==> config.mk <==
export PLATFORM = sky130hd
export DESIGN_NAME = xy_switch_alloc_flat
export DESIGN_NICKNAME = d
export VERILOG_FILES = /design/src/rtl/xy_switch_alloc_if.sv /design/src/rtl/xy_switch_alloc.sv /design/src/flat_wrapper.sv
export SDC_FILE = /design/constraint.sdc
export NUM_CORES = 1
export LEC_CHECK = 0
export CELL_PAD_IN_SITES_DETAIL_PLACEMENT = 2
export CELL_PAD_IN_SITES_GLOBAL_PLACEMENT = 2
export CORE_MARGIN = 3
export CORE_UTILIZATION = 30
export DETAILED_ROUTE_END_ITERATION = 8
export PLACE_DENSITY_LB_ADDON = 0.1
export SLEW_MARGIN = 20
export SYNTH_ARGS = -nofsm -noshare
export SYNTH_HDL_FRONTEND = slang
export SYNTH_SLANG_ARGS = --single-unit
==> constraint.sdc <==
create_clock -name clk -period 5.5 [get_ports clk]
set_input_delay 0.825 -clock clk [delete_from_list [all_inputs] [get_ports clk]]
set_output_delay 0.825 -clock clk [all_outputs]
set_load 0.01 [all_outputs]
==> src/rtl/xy_switch_alloc_if.sv <==
// xy_switch_alloc_if: the rx-FIFO heads and tx-unit handshake of one 5-port mesh node.
interface xy_switch_alloc_if #(parameter int DATA_W = 16, parameter int ERR_W = 8);
  logic [5*DATA_W-1:0] in_item;
  logic [4:0] in_empty;
  logic [4:0] in_read;
  logic [5*DATA_W-1:0] out_item;
  logic [4:0] out_ena;
  logic [4:0] out_busy;
  logic [ERR_W-1:0] err_cnt;
  modport master (input in_item, in_empty, out_busy, output in_read, out_item, out_ena, err_cnt);
  modport slave (output in_item, in_empty, out_busy, input in_read, out_item, out_ena, err_cnt);
endinterface

==> src/rtl/xy_switch_alloc.sv <==
// xy_switch_alloc: dimension-ordered routing, per-output round-robin arbitration and a registered crossbar.
module xy_switch_alloc #(
  parameter int DATA_W = 16,
  parameter int X_W = 2,
  parameter int Y_W = 2,
  parameter int MY_X = 0,
  parameter int MY_Y = 0,
  parameter int MODE = 0,
  parameter int ERR_W = 8
) (
  input logic clk,
  input logic reset,
  xy_switch_alloc_if.master bus
);
  localparam logic [X_W-1:0] MX = X_W'(MY_X);
  localparam logic [Y_W-1:0] MY = Y_W'(MY_Y);
  logic [DATA_W-1:0] item [5];
  logic [2:0] route [5];
  logic [2:0] gnt_id [5];
  logic [2:0] ptr [5];
  logic [4:0] uturn, read, gnt_v, ena_q;
  logic [2:0] cand;
  logic [5*DATA_W-1:0] item_q;
  logic [ERR_W-1:0] err_q;
  logic [ERR_W+2:0] err_sum;
  function automatic logic [2:0] wrap(input logic [2:0] p, input int k);
    int s;
    s = int'(p) + k;
    return 3'(s >= 5 ? s - 5 : s);
  endfunction
  for (genvar p = 0; p < 5; p++) begin : g_in
    logic [X_W-1:0] dx;
    logic [Y_W-1:0] dy;
    logic [2:0] xd, yd;
    assign item[p] = bus.in_item[p*DATA_W +: DATA_W];
    assign dx = item[p][X_W-1:0];
    assign dy = item[p][X_W+Y_W-1:X_W];
    assign xd = dx > MX ? 3'd2 : dx < MX ? 3'd4 : 3'd0;
    assign yd = dy > MY ? 3'd1 : dy < MY ? 3'd3 : 3'd0;
    assign route[p] = MODE != 0 ? (yd != 3'd0 ? yd : xd) : (xd != 3'd0 ? xd : yd);
    assign uturn[p] = p != 0 && !bus.in_empty[p] && route[p] == 3'(p);
  end
  // A U-turn item is popped and dropped; it never raises a request.
  always_comb begin
    gnt_v = '0;
    read = uturn;
    cand = '0;
    for (int o = 0; o < 5; o++) begin
      gnt_id[o] = '0;
      for (int k = 0; k < 5; k++) begin
        cand = wrap(ptr[o], k);
        if (!gnt_v[o] && !bus.out_busy[o] && !ena_q[o] && !bus.in_empty[cand] && !uturn[cand] && route[cand] == 3'(o)) begin
          gnt_v[o] = 1'b1;
          gnt_id[o] = cand;
          read[cand] = 1'b1;
        end
      end
    end
  end
  assign err_sum = {3'b0, err_q} + (ERR_W+3)'($countones(uturn));
  assign bus.in_read = {5{reset}} & read;
  assign bus.out_item = item_q;
  assign bus.out_ena = ena_q;
  assign bus.err_cnt = err_q;
  always_ff @(posedge clk or negedge reset)
    if (!reset) begin
      ena_q <= '0;
      item_q <= '0;
      err_q <= '0;
      for (int o = 0; o < 5; o++) ptr[o] <= '0;
    end else begin
      ena_q <= gnt_v;
      err_q <= |err_sum[ERR_W+2:ERR_W] ? '1 : err_sum[ERR_W-1:0];
      for (int o = 0; o < 5; o++)
        if (gnt_v[o]) begin
          item_q[o*DATA_W +: DATA_W] <= item[gnt_id[o]];
          ptr[o] <= gnt_id[o] == 3'd4 ? 3'd0 : gnt_id[o] + 3'd1;
        end
    end
endmodule

==> src/flat_wrapper.sv <==
// flat-port wrapper written by rule: the top's interface ports become plain ports
module xy_switch_alloc_flat 
#(
  parameter int DATA_W = 16,
  parameter int X_W = 2,
  parameter int Y_W = 2,
  parameter int MY_X = 0,
  parameter int MY_Y = 0,
  parameter int MODE = 0,
  parameter int ERR_W = 8
)
  (clk, reset, bus_in_item, bus_in_empty, bus_out_busy, bus_in_read, bus_out_item, bus_out_ena, bus_err_cnt);
  xy_switch_alloc_if #(.DATA_W(DATA_W), .ERR_W(ERR_W)) bus_i ();
  input logic clk;
  input logic reset;
  input wire logic [$bits(bus_i.in_item)-1:0] bus_in_item;
  input wire logic [$bits(bus_i.in_empty)-1:0] bus_in_empty;
  input wire logic [$bits(bus_i.out_busy)-1:0] bus_out_busy;
  output wire logic [$bits(bus_i.in_read)-1:0] bus_in_read;
  output wire logic [$bits(bus_i.out_item)-1:0] bus_out_item;
  output wire logic [$bits(bus_i.out_ena)-1:0] bus_out_ena;
  output wire logic [$bits(bus_i.err_cnt)-1:0] bus_err_cnt;
  assign bus_i.in_item = bus_in_item;
  assign bus_i.in_empty = bus_in_empty;
  assign bus_i.out_busy = bus_out_busy;
  assign bus_in_read = bus_i.in_read;
  assign bus_out_item = bus_i.out_item;
  assign bus_out_ena = bus_i.out_ena;
  assign bus_err_cnt = bus_i.err_cnt;
  xy_switch_alloc #(.DATA_W(DATA_W), .X_W(X_W), .Y_W(Y_W), .MY_X(MY_X), .MY_Y(MY_Y), .MODE(MODE), .ERR_W(ERR_W)) u_core (.clk(clk), .reset(reset), .bus(bus_i));
endmodule
; ---- After elaboration in Yosys (flattened, before gate mapping)
; Cells that the tools add are included.
[word_totals]
register_bits = 108
in_bits = 92
output_inout_bits = 98
elab_cells = 891
[op_classes]
addsub = 54
magnitude_cmp = 125
n_eq_ne = 29
muxes = 371
bitwise_logic = 56
n_reduce_logical = 244
[op_table]
columns = op, n
row1 = $mux 3, 125
row2 = $bmux 16 s3, 5
row3 = $bmux 3 s3, 25
row4 = $mux 16, 10
row5 = $bmux 1 s3, 50
row6 = $logic_and 1x1->1, 149
row7 = $mux 5, 25
row8 = $or 5x5->5, 25
row9 = $ge 4x4->1 const B, 30
row10 = $not 3->4, 30
row11 = $lt 3x4->1 const B, 25
row12 = $mux 1, 100
row13 = $logic_not 1->1, 84
row14 = $ge 4x3->1 const B, 20
row15 = $demux 1 s3, 25
row16 = $ge 3x1->1 const B, 25
row17 = $sub 3x3->3 const B, 25
row18 = $add 3x2->4 const B, 10
row19 = $eq 3x2->1 const B, 12
row20 = $eq 3x3->1 const B, 11
row21 = $add 3x1->4 const B, 5
row22 = $add 3x3->4 const B, 5
row23 = $gt 2x1->1 const B, 10
row24 = $lt 2x1->1 const B, 10
row25 = 13 further kinds, 38

; ---- Logic depth before layout (Yosys ltp)
; Gate-level depths: netlist of the first run.
[logic_depth]
ltp_word = 82
depth_mapped = 20

; ---- Least setup slack after synthesis of the first run
; OpenSTA, ideal clock, no wires.
[synth_path]
path_kind = reg2out
start = register u_core.ptr[9] in the netlist's numbering
end = output bus_in_read[2]
t_arrival_ps = 3735
required_time_ps = 4675
setup_slack_ps = 940
stages_incl_launch_ff = 15
cell_sequence = dfrtp_1 buf_2 clkbuf_1 inv_1 ha_1 a21o_1 mux4_2 buf_6 mux2_1 nor2_1 o31ai_1 nand4_2 nor2_1 nand3_1 a41oi_1
[synth_between]
elab_chain_len = 68
elab_cells_between_ends = 171
[synth_rtl]
columns = item, line_no
row1 = from (decl), xy_switch_alloc.sv:20  ; logic [2:0] ptr [5];
row2 = "from (signal, indexed assignment)", xy_switch_alloc.sv:77  ; ptr[o] <= gnt_id[o] == 3'd4 ? 3'd0 : gnt_id[o] + 3'd1;
row3 = $sub 3x3->3 / $ge 3x3->1 (equally long branches), xy_switch_alloc.sv:29  ; return 3'(s >= 5 ? s - 5 : s);
row4 = $mux 3, xy_switch_alloc.sv:29
row5 = $not 3->4 (not written as such) / $bmux 1 s3 (equally long branches), xy_switch_alloc.sv:52  ; if (!gnt_v[o] && !bus.out_busy[o] && !ena_q[o] && !bus.in_empty[cand] && !uturn[cand] && route[cand] == 3'(o)) ...
row6 = $bmux 3 s3 / $mux 1 (equally long branches), xy_switch_alloc.sv:52
row7 = $mux 3 (not written as such) / $logic_not 1->1 (equally long branches), xy_switch_alloc.sv:52
row8 = $mux 3 (not written as such) / $logic_and 1x1->1 (equally long branches), xy_switch_alloc.sv:52
row9 = $eq 3x1->1 / $logic_and 1x1->1 (equally long branches), xy_switch_alloc.sv:52
row10 = $logic_and 1x1->1, xy_switch_alloc.sv:52
row11 = [52 not listed], --
row12 = $mux 5 *, xy_switch_alloc.sv:52
row13 = $or 5x5->5 (no line), --
row14 = $mux 5 *, xy_switch_alloc.sv:52
row15 = $or 5x5->5 (no line), --
row16 = $mux 5 *, xy_switch_alloc.sv:52
row17 = $or 5x5->5 (no line), --
row18 = $mux 5 *, xy_switch_alloc.sv:52
row19 = $and 5x5->5 *, xy_switch_alloc.sv:61  ; assign bus.in_read = {5{reset}} & read;
row20 = to (decl), flat_wrapper.sv:19  ; output wire logic [$bits(bus_i.in_read)-1:0] bus_in_read;
; Every way passes the cells marked *; elsewhere a longest branch is shown, timed or not. The select of a mux whose other input is x is not followed.

; ---- Worst setup path in the final report of the first run
[layout_path]
start = input bus_in_item[48]
end = output bus_in_read[3]
[layout_between]
elab_chain_len = 82
elab_cells_between_ends = 384
[layout_rtl]
columns = item, line_no
row1 = from (decl), flat_wrapper.sv:16  ; input wire logic [$bits(bus_i.in_item)-1:0] bus_in_item;
row2 = $lt 2x1->1, xy_switch_alloc.sv:38  ; assign xd = dx > MX ? 3'd2 : dx < MX ? 3'd4 : 3'd0;
row3 = $mux 3, xy_switch_alloc.sv:38
row4 = $mux 3 *, xy_switch_alloc.sv:38
row5 = $reduce_bool 3->1, xy_switch_alloc.sv:40  ; assign route[p] = MODE != 0 ? (yd != 3'd0 ? yd : xd) : (xd != 3'd0 ? xd : yd);
row6 = $mux 3 *, xy_switch_alloc.sv:40
row7 = $eq 3x2->1, xy_switch_alloc.sv:41  ; assign uturn[p] = p != 0 && !bus.in_empty[p] && route[p] == 3'(p);
row8 = $logic_and 1x1->1, xy_switch_alloc.sv:41
row9 = $bmux 1 s3, xy_switch_alloc.sv:52
row10 = [66 not listed], --
row11 = $mux 5, xy_switch_alloc.sv:52
row12 = $or 5x5->5 (no line), --
row13 = $mux 5, xy_switch_alloc.sv:52
row14 = $or 5x5->5 (no line), --
row15 = $mux 5, xy_switch_alloc.sv:52
row16 = $or 5x5->5 (no line), --
row17 = $mux 5 *, xy_switch_alloc.sv:52
row18 = $and 5x5->5 *, xy_switch_alloc.sv:61
; Marked as above.

==> flow_metrics.py, run 1 <==
metrics = {
    "critical_path": {
        "cp_slowest_cell": "clkdlybuf4s50_1",
        "slowest_delay_ns": 0.56,
        "reg2reg_slack_ns": 0.79,
        "reg2reg_from": "u_core.ptr[6]$_DFFE_PN0P_",
        "rr_endpoint": "u_core.bus.out_item[41]$_DFFE_PN0P_",
        "cp-endpoint": "bus_in_read[3]",
        "crit_chain": "clkdlybuf4s50_1 -> or3_1 -> nor3_1 -> buf_4 -> mux2i_1 -> a222oi_1 -> nand3b_1 -> nand3b_1 -> o31ai_1 -> a211oi_1 -> buf_4 -> a41oi_1 -> clkdlybuf4s50_1",
        "critical_path_class": "in -> out",
        "required_ns": 4.68,
        "ff2ff_path_depth": 13,
        "endpoint_kind": "output port",
        "worstSetupStartpointType": "input pin",
        "crit_path_start": "bus_in_item[48]",
        "cp_max_fo": 5,
        "critPathArrivalTime_ns": 4.50,
    },
    "sta": {
        "setup_slack_ns": 0.1740,
        "rsz0062_at_grt": "false",
        "min_period_over_period": 0.9684,
        "skew_ns": 0.01651,
        "worstMarginPinSlew_ns": 0.9706,
        "slew_headroom": 0.3529,
        "finalMaxSlewViolations": 0,
        "setup_viol": 0,
        "fmax_ghz": 0.1878,
        "fin_crit_ns": 5.326,
        "tns_ns": 0,
        "finalHoldViolations": 0,
    },
    "global_route": {
        "grt_pass1_vias": 9628,
        "grt_pass1_wl_mm": 58.20,
        "gr-total-overflow": 0,
        "grtUsageTotal": 0.2527,
        "grt_max_degree": 67,
        "antenna_found_initial": 0,
    },
    "placement": {
        "port_buffers": 170,
        "dp_slack_ns": 0.04260,
        "hpwl_mm": 29.06,
        "post_dp_cell_area_um2": 10840,
        "place.gp.congestion": 0.8900,
    },
    "route": {
        "vias_per_cell": 5.683,
        "wirelength_mm": 37.90,
        "drt_iter0_drc": 553,
        "dr.pass1.iters": 5,
        "vias": 8815,
        "drcViolationCount": 0,
        "routedWlPerCell_um": 24.43,
        "ant_nets": 0,
    },
    "finish": {
        "fill_cells": 3019,
        "multi_input_area_um2": 5811,
        "n_antenna_cell": 0,
        "stdcell_area_um2": 11280,
        "nets": 1303,
        "area_growth_pct": 35.92,
        "layout-drive-gt1-share": 0.1518,
        "seqCellArea_um2": 2130,
    },
    "pwr": {
        "p_per_area_nw_per_um2": 870.8,
        "total_power_mw": 9.820,
        "p_leak_nw": 4.808,
        "max-vdd-ir-drop_mv": 0.3274,
    },
    "die": {
        "initial_core_util": 0.3061,
        "core_area_um2": 27100,
        "die-area_um2": 29690,
        "row_count": 60,
        "die_y_um": 172.3,
        "die_x_um": 172.3,
        "ios": 190,
    },
    "logic_synthesis": {
        "syn_area_per_cell_um2": 8.571,
        "synth-edff-count": 0,
        "ys_dominant_reg_cell": "dfrtp_1",
        "ys_warn_count": 0,
        "synthCells": 968,
        "synth_seq_cells": 85,
        "async_flop_share": 1.000,
        "yosysSeqAreaShare": 0.2564,
        "syn_area_um2": 8297,
        "synth_cell_type_count": 92,
    },
    "clocking": {
        "cts_buffers": 9,
        "cts-root-buf": "clkbuf_16",
        "clk_pin_slew_ns": 0.08,
        "clockBufferDepth": 2,
        "cts_hold_buf": 0,
        "h-tree-depth": 3,
        "insertion_delay_ns": 0.36,
        "cts_tree": "done",
        "clkSinkCount": 85,
    },
    "outcome": {
        "status": "finished clean",
    },
    "flow_run": {
        "drv_cap": 0,
    },
    "worst_hold_path": {
        "hold_class": "in -> async",
    },
}
worst max-delay path: cells and delay by family:
family | cells | cell delay (ns)
buffers and inverters | 4 | 1.42
muxes | 1 | 0.08
and+or+nand+nor | 4 | 1.17
AOI/OAI and AO/OA | 4 | 1.01
logic make-up after synthesis:
logic type	count (synthesis)	synth area share
buffers and inverters	123	0.07118
multiplexers	87	0.1134
XOR/XNOR	13	0.01372
flip-flops	85	0.2564
AND/OR/NAND/NOR	309	0.1941
other	1	0.0004520
adder cells (fa/ha/maj)	37	0.06032
AO/OA/AOI/OAI	313	0.2905
registers in the layout (all words and copies together) (netlist names):
signal,count
u_core.bus.out_item,64
u_core.bus.out_ena,4
u_core.bus.err_cnt,8
u_core.ptr,9
how the worst min path moves through the flow:
stage	startpoint	end	slack [ns]	depth (start not counted)
after floorplan	u_core.bus.out_item[48]$_DFFE_PN0P_	u_core.bus.out_item[48]$_DFFE_PN0P_	0.49	1
after global placement	u_core.bus.out_item[54]$_DFFE_PN0P_	u_core.bus.out_item[54]$_DFFE_PN0P_	0.36	0
after detailed placement	u_core.bus.out_item[58]$_DFFE_PN0P_	u_core.bus.out_item[58]$_DFFE_PN0P_	0.37	0
after CTS	u_core.bus.out_item[53]$_DFFE_PN0P_	u_core.bus.out_item[53]$_DFFE_PN0P_	0.38	0
after global routing	reset	u_core.bus.out_item[2]$_DFFE_PN0P_	0.39	1
final	reset	u_core.bus.out_item[1]$_DFFE_PN0P_	0.38	1
layout make-up:
cell class              count  area share
clock buffers               9     0.01997
clock inverters             7    0.008099
inverters                  39     0.01298
multi-input cells         778      0.5153
flip-flops and latches     85      0.1888
well taps                 372     0.04127
repair buffers            261      0.2136
metal layers:
metal  vias up  global-route usage  wire length (um)
met5         -                   0                 0
met4         0             0.05831               719
met3        41             0.04390              1647
met2       210              0.4279             18440
met1      4505              0.3373             17100
li1       4059                   -                 -
power breakdown:
group          internal [mW]  switching (mW)  total, mW
combinational           3.44            4.60       8.04
clock                  0.365           0.327      0.692
sequential             0.899           0.189       1.09
total                   4.70            5.12       9.82
through the flow:
step	hold slack, ns	utilization	std cells
2_1_floorplan	0.4945	-	986
3_3_place_gp	0.3644	0.4000	1532
3_5_place_dp	0.3671	0.4000	1532
4_1_cts	0.3840	0.4132	1548
5_1_grt	0.3936	0.4161	1551
6_report	0.3778	0.4161	1551
Yosys cell counts (all sizes together), types with 19 or more instances:
master | number | share of area
a21oi | 31 | 0.020
nor2 | 69 | 0.031
ha | 32 | 0.048
nor2b | 25 | 0.019
nand3 | 20 | 0.012
a222oi | 20 | 0.024
inv | 39 | 0.018
nand2 | 74 | 0.033
mux2 | 22 | 0.033
o21ai | 54 | 0.033
dfrtp | 85 | 0.26
clkbuf | 40 | 0.018
mux2i | 64 | 0.077
buf | 44 | 0.035
o22ai | 19 | 0.014
placed cells by master (no fill, tap or decap), drive strengths merged, types with 19 or more instances in the layout:
| cell type | count |
|---|---|
| nor2b | 25 |
| dfrtp | 85 |
| clkdlybuf4s50 | 167 |
| nand2 | 74 |
| o21ai | 54 |
| ha | 32 |
| a222oi | 20 |
| nor2 | 69 |
| conb | 19 |
| mux2 | 22 |
| a21oi | 31 |
| buf | 92 |
| mux2i | 64 |
| o22ai | 19 |
| nand3 | 20 |
| inv | 42 |
what timing repair did:
action / 4_1_cts / 5_1_grt
endpoints found under the setup margin: 5 / 5
pin swaps: 1 / 6
setup buffers: 0 / 3
resized for setup: 10 / 15
(Power assumes the default switching activity.)
==> run 2: changes to the inputs <==
HOLD_SLACK_MARGIN = 0.1   (was unset)
==> results of run 2 <==
Same layout as run 1: the final DEF is identical, and so are final timing and power.
